[src/rtl/phase_seq_ctrl.sv]
// phase_seq_ctrl: programmable five-phase sequencer controller.
//
// Runs phases P0..P4 on qualified en ticks; each phase lasts dwell[phase]
// ticks. Dwell registers are written through the config port while idle.
// Start, pause and graceful stop let a system FSM sequence the pattern.
//
// Ports:
//   clk, rst          clock, synchronous active-high reset
//   en                tick qualifier for the dwell counter
//   start             level, sampled only in IDLE
//   stop              level, graceful stop at end of current cycle
//   pause             level, freezes the sequence while high
//   cfg_wr/addr/data  dwell write (addr 0-4, others ignored; 0 stores 1)
//   cfg_rdy           high in IDLE only
//   busy              high in RUN, PAUSE, STOPPING
//   phase             current phase index
//   dout0, dout1      phase codes A and B
//   cycle_done        one-cycle pulse when phase 4 completes
//
// Build option: PHASE_SEQ_ONESHOT_EN makes RUN end in IDLE after one cycle.
module phase_seq_ctrl #(
    parameter int CNT_W = 3
) (
    input  logic             clk,
    input  logic             rst,
    input  logic             en,
    input  logic             start,
    input  logic             stop,
    input  logic             pause,
    input  logic             cfg_wr,
    input  logic [2:0]       cfg_addr,
    input  logic [CNT_W-1:0] cfg_data,
    output logic             cfg_rdy,
    output logic             busy,
    output logic [2:0]       phase,
    output logic [1:0]       dout0,
    output logic [1:0]       dout1,
    output logic             cycle_done
);

    localparam logic [1:0] S_IDLE  = 2'd0;
    localparam logic [1:0] S_RUN   = 2'd1;
    localparam logic [1:0] S_PAUSE = 2'd2;
    localparam logic [1:0] S_STOP  = 2'd3;

`ifdef PHASE_SEQ_ONESHOT_EN
    localparam bit ONESHOT = 1'b1;
`else
    localparam bit ONESHOT = 1'b0;
`endif

    logic [1:0]       state, state_nx;
    logic [2:0]       phase_nx;
    logic [CNT_W-1:0] cnt, cnt_nx;
    logic [CNT_W-1:0] dwell [5];
    logic [CNT_W-1:0] dwell_cur;
    logic             tick;
    logic             done_nx;

    function automatic logic [1:0] code_a(input logic [2:0] p);
        case (p)
            3'd1, 3'd2: code_a = 2'd1;
            3'd3:       code_a = 2'd2;
            3'd4:       code_a = 2'd3;
            default:    code_a = 2'd0;
        endcase
    endfunction

    function automatic logic [1:0] code_b(input logic [2:0] p);
        case (p)
            3'd1:       code_b = 2'd1;
            3'd2, 3'd3: code_b = 2'd2;
            3'd4:       code_b = 2'd3;
            default:    code_b = 2'd0;
        endcase
    endfunction

    always_comb begin
        case (phase)
            3'd1:    dwell_cur = dwell[1];
            3'd2:    dwell_cur = dwell[2];
            3'd3:    dwell_cur = dwell[3];
            3'd4:    dwell_cur = dwell[4];
            default: dwell_cur = dwell[0];
        endcase
    end

    always_comb begin
        state_nx = state;
        phase_nx = phase;
        cnt_nx   = cnt;
        done_nx  = 1'b0;
        tick     = 1'b0;

        case (state)
            S_IDLE: begin
                if (start) begin
                    state_nx = S_RUN;
                    phase_nx = 3'd0;
                    cnt_nx   = '0;
                end
            end
            S_RUN: begin
                // stop outranks pause; the tick of the pause-entry cycle is dropped
                if (stop) begin
                    state_nx = S_STOP;
                    tick     = en;
                end else if (pause) begin
                    state_nx = S_PAUSE;
                end else begin
                    tick = en;
                end
            end
            S_PAUSE: begin
                if (stop)
                    state_nx = S_STOP;
                else if (!pause)
                    state_nx = S_RUN;
            end
            default: begin
                tick = en;
            end
        endcase

        if (tick) begin
            if (cnt == dwell_cur - CNT_W'(1)) begin
                cnt_nx = '0;
                if (phase == 3'd4) begin
                    phase_nx = 3'd0;
                    done_nx  = 1'b1;
                    // a stop sampled in this same cycle also ends the run here
                    if (state_nx == S_STOP || ONESHOT)
                        state_nx = S_IDLE;
                end else begin
                    phase_nx = phase + 3'd1;
                end
            end else begin
                cnt_nx = cnt + CNT_W'(1);
            end
        end
    end

    always_ff @(posedge clk) begin
        if (rst) begin
            state      <= S_IDLE;
            phase      <= 3'd0;
            cnt        <= '0;
            dout0      <= 2'd0;
            dout1      <= 2'd0;
            busy       <= 1'b0;
            cfg_rdy    <= 1'b1;
            cycle_done <= 1'b0;
            dwell[0]   <= CNT_W'(1);
            dwell[1]   <= CNT_W'(2);
            dwell[2]   <= CNT_W'(2);
            dwell[3]   <= CNT_W'(2);
            dwell[4]   <= CNT_W'(3);
        end else begin
            state      <= state_nx;
            phase      <= phase_nx;
            cnt        <= cnt_nx;
            dout0      <= code_a(phase_nx);
            dout1      <= code_b(phase_nx);
            busy       <= (state_nx != S_IDLE);
            cfg_rdy    <= (state_nx == S_IDLE);
            cycle_done <= done_nx;
            if (state == S_IDLE && cfg_wr) begin
                for (int unsigned i = 0; i < 5; i++) begin
                    if (cfg_addr == 3'(i))
                        dwell[i] <= (cfg_data == '0) ? CNT_W'(1) : cfg_data;
                end
            end
        end
    end

endmodule

[config.mk]
export PLATFORM = sky130hd
export DESIGN_NAME = phase_seq_ctrl
export DESIGN_NICKNAME = d
export VERILOG_FILES = /design/src/rtl/phase_seq_ctrl.sv
export SDC_FILE = /design/constraint.sdc
export NUM_CORES = 1
export LEC_CHECK = 0
export BUFFER_PORTS_ARGS = -buffer_cell sky130_fd_sc_hd__buf_2
export CORE_MARGIN = 5
export CORE_UTILIZATION = 25
export CTS_CLUSTER_DIAMETER = 40
export CTS_CLUSTER_SIZE = 10
export DETAILED_ROUTE_END_ITERATION = 8
export PLACE_DENSITY_LB_ADDON = 0.12
export SYNTH_ARGS = -nofsm -noshare
export SYNTH_HDL_FRONTEND = slang
export SYNTH_SLANG_ARGS = --single-unit
[constraint.sdc]
create_clock -name clk -period 3.8 [get_ports clk]
set_input_delay 0.19 -clock clk [delete_from_list [all_inputs] [get_ports clk]]
set_output_delay 0.19 -clock clk [all_outputs]
set_load 0.03 [all_outputs]
======== Word-level counts from Yosys, hierarchy flattened ========
Memories as Yosys holds them, arrays and structs flattened.
Index checks and enable logic that the tools add are counted.
word-level totals
  bits in registers ....................... 15
  memory bits (writable) .................. 15
  input port bits ......................... 13
  output and inout bits ................... 10
  memories kept ........................... 1
operators by class
  add/sub/neg operators ................... 3
  equal/unequal tests ..................... 16
  mux-type cells .......................... 54
  bitwise gates (word level) .............. 7
  reductions and logical operators ........ 13
memory list
  name   depth  bits a word  rd ports  clocked after Yosys merged registers in  write ports  line  RTL
  dwell  5      3            5         0                                        5            55    logic [CNT_W-1:0] dwell [5];
operators by type and width
  cell                 number
  $mux 3               15
  $mux 1               25
  $eq 3x2->1 const B   6
  $mux 2               9
  $pmux 2 s3           3
  $pmux 3 s4           1
  $eq 3x1->1 const B   3
  $eq 3x3->1 const B   3
  $add 3x1->3 const B  2
  $logic_not 3->1      2
  $reduce_bool 2->1    3
  $reduce_or 2->1      3
  $or 1x1->1           5
  $eq 2x2->1 const B   2
  $logic_not 2->1      2
  $eq 3x3->1           1
  $reduce_or 3->1      1
  $sub 3x1->3 const B  1
  $eq 2x1->1 const B   1
  $not 1->1            2
  $pmux 1 s2           1
  $reduce_and 2->1     1
  $logic_and 1x1->1    1

======== Logic depth before layout (Yosys ltp) ========
  word-level depth ........................ 9
  depth in mapped cells ................... 14
  depth with buffers taken out ............ 13

======== Least setup slack after synthesis ========
No wires, ideal clock.
  path type ............................... flip-flop to flip-flop
  start ................................... reg phase[0]
  end ..................................... reg dout0[1]
  library setup time ...................... 70 ps
  data arrival time ....................... 3,199 ps
  required time ........................... 3,730 ps
  setup slack ............................. 530 ps
  cell stages (with the launch flop) ...... 13
  path buffers ............................ 1
  period minus slack after synthesis ...... 3,270 ps
  path through ............................ dfxtp_1 > inv_1 > ha_1 > a32oi_1 > o21ai_0 > mux2i_1 > ha_1 > xnor2_1 > or4_1 > buf_6 > mux2i_4 > or3b_1 > a21oi_1
on the way
  cells in the longest elaborated chain, start to end .. 9
  elaborated cells between the ends (all ways) .. 19
  classes of those cells .................. add/sub: 2; eq/ne: 9; mux: 7; reduce/logical: 1
ends and longest elaborated chain
  item                                      line     RTL
  from (decl)                               35       output logic [2:0] phase,
  from (signal assigned)                    160      phase <= phase_nx;
  $eq 3x3->1 (tied with other cells)        79, 128
  $pmux 3 s4                                79       case (phase)
  $sub 3x1->3                               126      if (cnt == dwell_cur - CNT_W'(1)) begin
  $eq 3x3->1                                126
  $mux 3                                    126
  $mux 3 *                                  125      if (tick) begin
  $eq 3x2->1 or $eq 3x1->1 (tied branches)  61       case (p)
  $reduce_or 2->1                           61
  $pmux 2 s3 *                              61
  to (signal assigned)                      162      dout0 <= code_a(phase_nx);
  to (decl)                                 36       output logic [1:0] dout0,
Mark *: on every way between the ends. The rest lies on a longest branch, timed or not.
A chain may end at the register's enable or synchronous reset.

======== Final worst setup path ========
  start ................................... reg phase[2]
  end ..................................... reg dout0[1]
The elaborated chain is that of the path after synthesis.

==> out/metrics.yaml <==
total_power_mw: 0.677
cts.reportedPaths.clkPinSlew_ps: 60
drt_wl_total_um: 2950
time_the_worst_path_needs_with_i_o_delays_and_setup_ps: 3470
synth_top_cell_by_area: "edfxtp_1"
final.setup.tns_ps: 0
clock_tree.root_cell: "clkbuf_8"
gp_congestion: 0.723
nets: 179
cts_post_setup_buffers_inserted: 0
cts_sinks: 30
cp_slowest_stage_delay_ps: 710
design.die.area_um2: 7460
timing.slew.headroom: 0.600
final_core_util: 0.307
critPathMostFrequentCell: "ha_1"
cts_max_path_buffers: 2
mean_syn_cell_area_um2: 10.9
effective_utilization_at_floorplan: 0.262
critical_path.max_fanout: 12
die_height_um: 86.4
cp_slowest_cell: "or4_1"
rr_worst_depth: 11
detail-route-antenna-nets: 0
critical_path.reg2reg.endpoint: "dout0[1]$_SDFF_PP0_"
worst_ir_drop_vdd_v: 0.000107
worst-r2r-setup-slack_ps: 330
final_min_period_over_clock_period: 0.912
yosysWarningCount: 0
synth_top_cells_by_area: "edfxtp_1 (31%), dfxtp_1 (21%), ha_1 (6.0%), nor2_1 (3.6%), mux2i_1 (3.4%)"
antenna_found_initial: 0
hold_ws_ps: 224
post_route_cells_drive_above_1_share: 0.219
drtPass1Iterations: 4
hpwlAfterDp_um: 2280
remaining_drc_errors: 0
synth.yosys.seq_area_share: 0.515
detail_route.iter0.violations: 49
critical_path.startpoint_type: "flop"
maxSlewViolCount: 0
result_of_the_run: "completed"
largest_net_degree_at_the_start_of_global_routing: 21
synth.net_count: 154
rows: 27
design.portCount: 23
fin_area_um2: 1710
core_area_um2: 5570
final_hold_viol_count: 0
final.setup_skew_ps: 6.91
port_buffer_count: 22
setup.worst_path.end_class: "flop"
cts_tree: "yes"
insertion_delay_ps: 280
worst_ep_required_time_ps: 4010
syn-instance-count: 134
netlist-cell-type-count: 37
grt_pass1_vias: 1098
timing_worst_setup_path_type: "reg2reg"
chipWidth_um: 86.4
power_density_nw_per_um2: 396
synth.ff_latch_count: 30
post_drt_via_cell_ratio: 4.66
synth_top_area_share: 0.309
n_antenna_cell: 0
fillers: 603
cts-buffers-inserted: 5
area_delta_synth_final_pct: 17.2
worstPathCellList: "inv_1, ha_1, a32oi_1, o21ai_0, mux2i_1, ha_1, xnor2_1, or4_1, mux2i_4, or3b_1, a21oi_1"
min_to: "dwell[0][1]$_SDFFCE_PP0P_"
placement.cell_area_um2: 1630
routed-via-count: 1081
netlist_area_um2: 1460
setup_violations: 0
post_cts_resized: 0
worstMarginPinSlew_ps: 595
hold_path_startpoint: "cfg_data[1]"
holdPathStages: 2
fmaxAchievable_mhz: 288
grt_overflow: 0
critical_path.reg2reg.startpoint: "phase[2]$_SDFF_PP0_"
timing.critical_path.arrival_ps: 3670
globalRouteTotalUtil: 0.0869
cts.htree.levels: 2
ctsHoldBuffers: 0
drv.max_cap_violation_count: 0
worstHoldPathType: "in2reg"
rsz0062_at_grt: "no"
pleak_nw: 0.660
wl_per_cell_um: 12.7
grt_pass1_wl_um: 4920
[worst max-delay path by stage]
stage	slack [ps]	depth (start not counted)	endpoint	from
finish	330	11	dout0[1]$_SDFF_PP0_	phase[2]$_SDFF_PP0_
global route	10	11	dout0[1]$_SDFF_PP0_	phase[2]$_SDFF_PP0_
CTS	320	11	dout0[1]$_SDFF_PP0_	phase[2]$_SDFF_PP0_
detailed placement	360	11	dout0[1]$_SDFF_PP0_	phase[2]$_SDFF_PP0_
global placement	440	11	dout0[1]$_SDFF_PP0_	phase[0]$_SDFF_PP0_
floorplan	530	12	dout0[1]$_SDFF_PP0_	phase[0]$_SDFF_PP0_
[cells by family (layout without fill, tap and decap cells)]
| family | after synthesis | after routing | synth area share |
|---|---|---|---|
| AOI/OAI and AO/OA | 33 | 33 | 0.155 |
| and+or+nand+nor | 44 | 44 | 0.157 |
| adders and majority gates | 7 | 7 | 0.0600 |
| muxes | 6 | 6 | 0.0497 |
| DFF | 30 | 30 | 0.515 |
| xor gates and xnor gates | 5 | 5 | 0.0300 |
| buffers and inverters | 9 | 35 | 0.0334 |
[power breakdown]
| group | switching (mW) | internal (mW) | total, mW |
|---|---|---|---|
| clock | 0.114 | 0.125 | 0.240 |
| combinational | 0.0472 | 0.0285 | 0.0757 |
| sequential | 0.00765 | 0.354 | 0.362 |
[worst max-delay path, delay by kind of cell, from the launching register on]
kind | cells | cell delay (ps)
compound gates | 3 | 390
mux | 2 | 530
xor+xnor | 1 | 140
buf+inv | 1 | 130
flops | 1 | 580
simple gates | 2 | 1080
fa+ha+maj | 2 | 540
[sequential cells by signal, indices dropped and copies added (netlist names)]
register / flops
cnt: 3
cycle_done: 1
dout1: 2
busy: 1
dout0: 2
cfg_rdy: 1
dwell: 15
phase: 3
state: 2
[per-layer routing]
layer	part of all wire	up-vias	global-route usage
met4	0.023	0	0.0467
li1	-	538	-
met2	0.48	28	0.138
met1	0.44	507	0.102
met3	0.054	8	0.0314
met5	0	-	0
[final cells by class]
cell class | instances | area [um^2] | area share
multi-input cells | 95 | 659 | 0.386
flip-flops and latches | 30 | 751 | 0.439
repair buffers | 22 | 110 | 0.0644
well taps | 72 | 90.1 | 0.0527
clock inverters | 2 | 8.76 | 0.00512
clock buffers | 6 | 72.6 | 0.0424
inverters | 5 | 18.8 | 0.0110
[synth_stat cells]
cell type and number:
o21ai_0 5, a41o_1 1, nand2b_1 2, mux2i_4 1, o31ai_1 1, dfxtp_1 15, o2bb2ai_1 1, ha_1 7
or2b_1 1, a31o_2 2, and2_1 4, xor2_1 2, clkbuf_1 2, xnor2_1 3, or3b_1 1, a21o_1 1
o311a_2 1, mux2i_1 5, o22ai_1 1, o21ai_2 1, or4_1 1, a22oi_1 5, buf_6 2, and2_2 1
nor2_1 14, nand2_1 6, a32oi_1 3, o211ai_1 1, a21oi_1 9, nor3_1 8, o21bai_1 1, nor2b_1 2
edfxtp_1 15, nor4_1 1, nand2_4 1, nand3b_1 2, inv_1 5
[through the flow]
step | setup WS, ps | std cells
after floorplan | 530 | 134
after global placement | 444 | 224
after detailed placement | 363 | 224
after CTS | 324 | 232
after global routing | 10.4 | 232
final | 333 | 232
[cells in the final DEF, fill, tap and decap left out, drive strengths merged, types with 2 or more instances in the layout]
| cell | count |
|---|---|
| a31o | 2 |
| dfxtp | 15 |
| a22oi | 5 |
| nor2 | 14 |
| clkbuf | 6 |
| a32oi | 3 |
| a21oi | 9 |
| buf | 22 |
| clkinv | 2 |
| nor3 | 8 |
| edfxtp | 15 |
| nor2b | 2 |
| ha | 7 |
| nand2b | 2 |
| nand3b | 2 |
| and2 | 5 |
| o21ai | 6 |
| mux2i | 6 |
| nand2 | 7 |
| xor2 | 2 |
| xnor2 | 3 |
| inv | 5 |
(Power assumes the default switching activity.)
